--- config.mk ---
export PLATFORM = sky130hd
export DESIGN_NAME = lcd_cmd_sched
export DESIGN_NICKNAME = d
export VERILOG_FILES = /design/src/rtl/lcd_pkg.sv /design/src/rtl/lcd_cmd_fifo.sv /design/src/rtl/lcd_cmd_sched.sv
export SDC_FILE = /design/constraint.sdc
export NUM_CORES = 1
export LEC_CHECK = 0
export CORE_MARGIN = 2
export CORE_UTILIZATION = 29
export CTS_CLUSTER_SIZE = 40
export DETAILED_ROUTE_END_ITERATION = 10
export PLACE_DENSITY = 0.58
export SYNTH_ARGS = -nofsm -noshare
export SYNTH_HDL_FRONTEND = slang
export SYNTH_SLANG_ARGS = --single-unit
export TNS_END_PERCENT = 50
--- constraint.sdc ---
create_clock -name clk -period 5.1 [get_ports clk]
set_clock_uncertainty 0.05 [all_clocks]
set_input_delay 1.275 -clock clk [delete_from_list [all_inputs] [get_ports clk]]
set_output_delay 1.275 -clock clk [all_outputs]
set_load 0.01 [all_outputs]
--- src/rtl/lcd_pkg.sv ---
// rtl/lcd_pkg.sv - command codes and scheduler state encoding for the LCD command scheduler
// Purpose: shared constants for lcd_cmd_sched and lcd_cmd_fifo.
// Contents: CMD_* command codes (3 bits), sched_state_t FSM encoding.
package lcd_pkg;

  localparam logic [2:0] CMD_WRITE       = 3'd0;
  localparam logic [2:0] CMD_SHIFT_UP    = 3'd1;
  localparam logic [2:0] CMD_SHIFT_DOWN  = 3'd2;
  localparam logic [2:0] CMD_SHIFT_LEFT  = 3'd3;
  localparam logic [2:0] CMD_SHIFT_RIGHT = 3'd4;
  localparam logic [2:0] CMD_AVERAGE     = 3'd5;
  localparam logic [2:0] CMD_MIRROR_X    = 3'd6;
  localparam logic [2:0] CMD_MIRROR_Y    = 3'd7;

  typedef enum logic [2:0] {
    IDLE      = 3'd0,
    ISSUE     = 3'd1,
    GAP       = 3'd2,
    WAIT_DONE = 3'd3,
    FINISH    = 3'd4
  } sched_state_t;

endpackage

--- src/rtl/lcd_cmd_fifo.sv ---
// rtl/lcd_cmd_fifo.sv - synchronous first-word-fall-through command FIFO
// Purpose: buffers host commands; head is valid whenever o_empty is low.
// Ports: clk, reset (async, active-high), i_push/i_data write side,
//        i_pop read side, o_head current head entry, o_level occupancy,
//        o_full / o_empty status.
import lcd_pkg::*;

module lcd_cmd_fifo #(
  parameter int DEPTH = 8,
  parameter int W     = 3
) (
  input  logic                     clk,
  input  logic                     reset,
  input  logic                     i_push,
  input  logic [W-1:0]             i_data,
  input  logic                     i_pop,
  output logic [W-1:0]             o_head,
  output logic [$clog2(DEPTH):0]   o_level,
  output logic                     o_full,
  output logic                     o_empty
);

  localparam int AW = $clog2(DEPTH);

  logic [W-1:0]  r_mem [DEPTH];
  logic [AW-1:0] r_wr_ptr;
  logic [AW-1:0] r_rd_ptr;
  logic [AW:0]   r_level;
  logic          w_push_ok;
  logic          w_pop_ok;

  assign o_full    = (r_level == (AW+1)'(DEPTH));
  assign o_empty   = (r_level == '0);
  assign o_level   = r_level;
  assign o_head    = r_mem[r_rd_ptr];
  assign w_push_ok = i_push && !o_full;
  assign w_pop_ok  = i_pop && !o_empty;

  // Storage carries no reset; pointers and level define what is valid.
  always_ff @(posedge clk) begin
    if (w_push_ok) r_mem[r_wr_ptr] <= i_data;
  end

  // Power-of-2 depth lets the pointers wrap by plain overflow.
  always_ff @(posedge clk or posedge reset) begin
    if (reset) begin
      r_wr_ptr <= '0;
      r_rd_ptr <= '0;
      r_level  <= '0;
    end else begin
      if (w_push_ok) r_wr_ptr <= r_wr_ptr + 1'b1;
      if (w_pop_ok)  r_rd_ptr <= r_rd_ptr + 1'b1;
      case ({w_push_ok, w_pop_ok})
        2'b10:   r_level <= r_level + 1'b1;
        2'b01:   r_level <= r_level - 1'b1;
        default: r_level <= r_level;
      endcase
    end
  end

endmodule

--- src/rtl/lcd_cmd_sched.sv ---
// rtl/lcd_cmd_sched.sv - host-to-LCD-controller command scheduler with done watchdog
// Purpose: queue host commands, issue them one strobe at a time while the
//          controller is idle, and track the terminal Write to completion.
// Ports: clk, reset (async, active-high)
//        i_host_cmd/i_host_valid/o_host_ready  host command handshake
//        o_lcd_cmd/o_lcd_cmd_valid             single-cycle issue strobe
//        i_lcd_busy/i_lcd_done                 controller status
//        o_fifo_level, o_issue_cnt             occupancy and issue count
//        o_sched_done, o_err_timeout           sticky completion / watchdog flags
import lcd_pkg::*;

module lcd_cmd_sched #(
  parameter int FIFO_DEPTH = 8,
  parameter int GAP_CYCLES = 1,
  parameter int TIMEOUT    = 256,
  parameter int CNT_W      = 16
) (
  input  logic                          clk,
  input  logic                          reset,
  input  logic [2:0]                    i_host_cmd,
  input  logic                          i_host_valid,
  output logic                          o_host_ready,
  output logic [2:0]                    o_lcd_cmd,
  output logic                          o_lcd_cmd_valid,
  input  logic                          i_lcd_busy,
  input  logic                          i_lcd_done,
  output logic [$clog2(FIFO_DEPTH):0]   o_fifo_level,
  output logic [CNT_W-1:0]              o_issue_cnt,
  output logic                          o_sched_done,
  output logic                          o_err_timeout
);

  localparam int WT_W = $clog2(TIMEOUT + 1);
  localparam logic [3:0]      GAP_LAST  = 4'((GAP_CYCLES > 0) ? GAP_CYCLES - 1 : 0);
  localparam logic [WT_W-1:0] WAIT_LAST = WT_W'(TIMEOUT - 1);

  sched_state_t     r_state;
  sched_state_t     w_next;
  logic             w_push;
  logic             w_pop;
  logic             w_full;
  logic             w_empty;
  logic [2:0]       w_head;
  logic             r_sealed;
  logic [3:0]       r_gap_cnt;
  logic [WT_W-1:0]  r_wait_cnt;
  logic [2:0]       r_lcd_cmd;
  logic             r_lcd_cmd_valid;
  logic [CNT_W-1:0] r_issue_cnt;
  logic             r_err_timeout;

  // Once a Write is queued nothing else may follow it.
  assign o_host_ready = !w_full && !r_sealed;
  assign w_push       = i_host_valid && o_host_ready;

  lcd_cmd_fifo #(
    .DEPTH (FIFO_DEPTH),
    .W     (3)
  ) u_fifo (
    .clk     (clk),
    .reset   (reset),
    .i_push  (w_push),
    .i_data  (i_host_cmd),
    .i_pop   (w_pop),
    .o_head  (w_head),
    .o_level (o_fifo_level),
    .o_full  (w_full),
    .o_empty (w_empty)
  );

  always_ff @(posedge clk or posedge reset) begin
    if (reset) r_state <= IDLE;
    else       r_state <= w_next;
  end

  always_comb begin
    w_next = r_state;
    w_pop  = 1'b0;
    case (r_state)
      IDLE: begin
        // Busy is only looked at here; a later rise cannot cancel an issue.
        if (!i_lcd_busy && !w_empty) w_next = ISSUE;
      end
      ISSUE: begin
        w_pop = 1'b1;
        if (w_head == CMD_WRITE)  w_next = WAIT_DONE;
        else if (GAP_CYCLES == 0) w_next = IDLE;
        else                      w_next = GAP;
      end
      GAP: begin
        if (r_gap_cnt == GAP_LAST) w_next = IDLE;
      end
      WAIT_DONE: begin
        if (i_lcd_done) w_next = FINISH;
      end
      FINISH:  w_next = FINISH;
      default: w_next = IDLE;
    endcase
  end

  always_ff @(posedge clk or posedge reset) begin
    if (reset) begin
      r_sealed        <= 1'b0;
      r_gap_cnt       <= '0;
      r_wait_cnt      <= '0;
      r_lcd_cmd       <= '0;
      r_lcd_cmd_valid <= 1'b0;
      r_issue_cnt     <= '0;
      r_err_timeout   <= 1'b0;
    end else begin
      if (w_push && (i_host_cmd == CMD_WRITE)) r_sealed <= 1'b1;

      // Strobe and issue count move together on the cycle after ISSUE.
      r_lcd_cmd_valid <= (r_state == ISSUE);
      if (r_state == ISSUE) begin
        r_lcd_cmd <= w_head;
        if (r_issue_cnt != '1) r_issue_cnt <= r_issue_cnt + 1'b1;
      end

      if (r_state == ISSUE)    r_gap_cnt <= '0;
      else if (r_state == GAP) r_gap_cnt <= r_gap_cnt + 1'b1;

      // Wait counter holds at its last value; err stays sticky afterwards.
      if (r_state == ISSUE) begin
        r_wait_cnt <= '0;
      end else if (r_state == WAIT_DONE) begin
        if (r_wait_cnt != WAIT_LAST) r_wait_cnt <= r_wait_cnt + 1'b1;
        if (r_wait_cnt == WAIT_LAST && !i_lcd_done) r_err_timeout <= 1'b1;
      end
    end
  end

  assign o_lcd_cmd       = r_lcd_cmd;
  assign o_lcd_cmd_valid = r_lcd_cmd_valid;
  assign o_issue_cnt     = r_issue_cnt;
  assign o_sched_done    = (r_state == FINISH);
  assign o_err_timeout   = r_err_timeout;

endmodule

==> impl_metrics.env <==
export IMPL_outcome="completed"
export IMPL_critical_path_class="reg2out"
export IMPL_clock_sinks=72
export IMPL_synth_top_area_share_pct=35.8
export IMPL_rr_worst_depth=9
export IMPL_fmax_mhz=318
export IMPL_core_region_area_sq_um=11400
export IMPL_syn_inst=271
export IMPL_wirelength_um=6330
export IMPL_arrival_ps=1810
export IMPL_cp_max_fo=9
export IMPL_synthTopCellsByArea="dfrtp_1 36%, edfxtp_1 22%, mux4_2 4.0%"
export IMPL_postCtsSetupBuffers=0
export IMPL_p_per_area_nw_per_um2=321
export IMPL_fin_crit_ps=3140
export IMPL_end_kind="output pin"
export IMPL_post_place_ws_ps=1750
export IMPL_die_h_um=111
export IMPL_final_seq_area_sq_um=1920
export IMPL_hp_class="reg2reg"
export IMPL_yosysTopAreaCell="dfrtp_1"
export IMPL_grt_use_total_pct=10.6
export IMPL_period_share_pct=61.6
export IMPL_dieWidth_um=111
export IMPL_setup_viol=0
export IMPL_hold_path_end="r_sealed$_DFFE_PP0P_"
export IMPL_root_buffer="clkbuf_16"
export IMPL_start_util_pct=29.5
export IMPL_hold_viol=0
export IMPL_grt_max_degree=40
export IMPL_max_vdd_ir_drop_mv=0.161
export IMPL_slew_violations=0
export IMPL_ant_nets=0
export IMPL_synth_distinct_cells=49
export IMPL_rr_endpoint="u_fifo.o_level[2]$_DFFE_PP0P_"
export IMPL_r2r_slack_ps=2470
export IMPL_path_clk_slew_ps=60
export IMPL_grt_pass1_vias=2191
export IMPL_p_leak_uw=0.00165
export IMPL_netlist_area_sq_um=3350
export IMPL_clk_latency_ps=330
export IMPL_fp_dieArea_sq_um=12400
export IMPL_setup_ws_ps=1960
export IMPL_dp_hpwl_um=4420
export IMPL_vias=2219
export IMPL_drtIter0Drc=99
export IMPL_post_drt_wl_per_cell_um=13.9
export IMPL_ys_seq_area_share_pct=57.4
export IMPL_r2r_start="u_fifo.o_level[0]$_DFFE_PP0P_"
export IMPL_ys_flop_type="dfrtp_1"
export IMPL_cts_tree="done"
export IMPL_cts_max_level=3
export IMPL_drcViolationCount=0
export IMPL_async_flop_share_pct=66.7
export IMPL_nFillCells=1117
export IMPL_row_count=39
export IMPL_cp_required_ps=3770
export IMPL_cts_path_max_buffers=2
export IMPL_post_cts_resized=0
export IMPL_worstMarginPinSlew_ps=662
export IMPL_grt_pass1_wl_um=10600
export IMPL_gp_congestion=0.767
export IMPL_cp_start_kind="register"
export IMPL_synth_avg_cell_area_sq_um=12.4
export IMPL_syn2layout_area_growth_pct=24.4
export IMPL_cap_viol_max_count=0
export IMPL_yosys_warnings=0
export IMPL_synth_seq_cells=72
export IMPL_first_pass_iters=4
export IMPL_drive_above_1_share_pct=11.8
export IMPL_multi_input_area_sq_um=1360
export IMPL_synth_nets=289
export IMPL_totalPowerFinal_uw=1340
export IMPL_grt_setup_unrepaired="false"
export IMPL_place_port_buffers=34
export IMPL_viasPerCell=4.87
export IMPL_slew_headroom_pct=55.4
export IMPL_hold_start="r_sealed$_DFFE_PP0P_"
export IMPL_num_antenna_cells=0
export IMPL_tns_ps=0
export IMPL_antenna_found_initial=0
export IMPL_cts_hold_buffers_added=0
export IMPL_finish_net_count=326
export IMPL_numCtsBuffers=9
export IMPL_ios=35
export IMPL_grt_overflow=0
export IMPL_synth_edf_count=24
export IMPL_whs_path_depth=2
==> cell usage in the layout, fill, tap and decap left out, types with 3 or more instances in the layout <==
cell	n
mux2i_1	3
nor3_1	9
and3_1	4
nor2_1	21
dfrtp_1	48
mux2_2	4
a211oi_1	3
nand4_1	6
nand3_1	7
xnor2_1	13
clkbuf_16	9
inv_1	7
xor2_1	15
clkdlybuf4s50_1	34
nand2_1	15
ha_1	10
edfxtp_1	24
mux4_2	6
and4_1	3
a21oi_1	10
o21ai_0	14
nor4_1	5
==> how the worst max path moves through the flow <==
stage / start / endpoint / slack [ps] / cells after the start
after detailed placement: i_host_valid / u_fifo.o_level[2]$_DFFE_PP0P_ / 1750 / 9
after global routing: r_state[0]$_DFFE_PP0P_ / o_sched_done / 1810 / 3
after floorplan: i_host_valid / u_fifo.o_level[2]$_DFFE_PP0P_ / 2410 / 8
after CTS: u_fifo.o_level[1]$_DFFE_PP0P_ / o_host_ready / 1940 / 3
after global placement: i_host_valid / u_fifo.o_level[2]$_DFFE_PP0P_ / 1790 / 9
final: u_fifo.o_level[1]$_DFFE_PP0P_ / o_host_ready / 1960 / 3
==> metrics by stage <==
stage / cells / hold slack [ps] / util, % / cell area [sq um]
6_report: 456 / 421 / 36.7 / 4170
5_1_grt: 456 / 461 / 36.7 / 4170
4_1_cts: 456 / 426 / 36.7 / 4170
3_5_place_dp: 440 / 406 / 33.8 / 3840
3_3_place_gp: 440 / 404 / 33.8 / 3840
2_1_floorplan: 271 / 382 / - / 3350
==> routing by layer <==
| layer | GRT usage, % | vias up | share of wire [%] |
|---|---|---|---|
| li1 | - | 1085 | - |
| met4 | 2.72 | 0 | 1.1 |
| met3 | 3.54 | 6 | 3.8 |
| met2 | 17.4 | 39 | 47 |
| met1 | 13.5 | 1089 | 49 |
| met5 | 0 | - | 0 |
==> layout make-up <==
cell class,count,share of cell area [%]
Clock buffer,9,5.40
Multi-Input combinational cell,181,32.5
Clock inverter,7,2.46
Tap cell,143,4.29
Timing Repair Buffer,36,8.52
Sequential cell,72,46.1
Inverter,8,0.720
==> report_power, final <==
part	total, uW	switching [uW]	internal, uW
logic	42.0	22.0	19.9
clock network	680	247	433
registers	617	11.1	606
==> cell usage after synthesis (2+ instances only) <==
cell type  instances
a2111oi_2          2
a211oi_1           3
a21oi_1           10
a22oi_1            2
a31o_2             2
and3_1             4
and4_1             3
buf_2              4
clkbuf_1           4
dfrtp_1           48
edfxtp_1          24
ha_1              10
inv_1              8
mux2_2             4
mux2i_1            3
mux4_2             6
nand2_1           15
nand2b_1           2
nand3_1            7
nand4_1            6
nand4bb_1          2
nor2_1            21
nor3_1             9
nor4_1             5
nor4bb_1           2
o211ai_1           2
o21a_1             2
o21ai_0           14
xnor2_1           13
xor2_1            15
==> state kept, by name, summed over array words and instances, names as in the netlist <==
| name | count |
|---|---|
| o_lcd_cmd | 3 |
| u_fifo.r_wr_ptr | 3 |
| u_fifo.r_rd_ptr | 3 |
| r_gap_cnt | 4 |
| r_wait_cnt | 9 |
| u_fifo.r_mem | 24 |
| o_issue_cnt | 16 |
| r_sealed | 1 |
| u_fifo.o_level | 4 |
| o_err_timeout | 1 |
| r_state | 3 |
| o_lcd_cmd_valid | 1 |
==> cells by family after synthesis <==
kind of cell,after synthesis,synth area share (%)
AOI/OAI and AO/OA,46,9.26
and+or+nand+nor,84,13.9
buffers and inverters,18,2.20
xor gates and xnor gates,28,7.32
DFF,72,57.4
adders and majority gates,10,3.73
muxes,13,6.27
==> critical path: stages (launching register included) <==
cell and delay, ps:
dfrtp_1 520, nor3_1 90, a21oi_1 280, clkdlybuf4s50_1 600
Note: power is estimated with default switching activity, not from simulation.
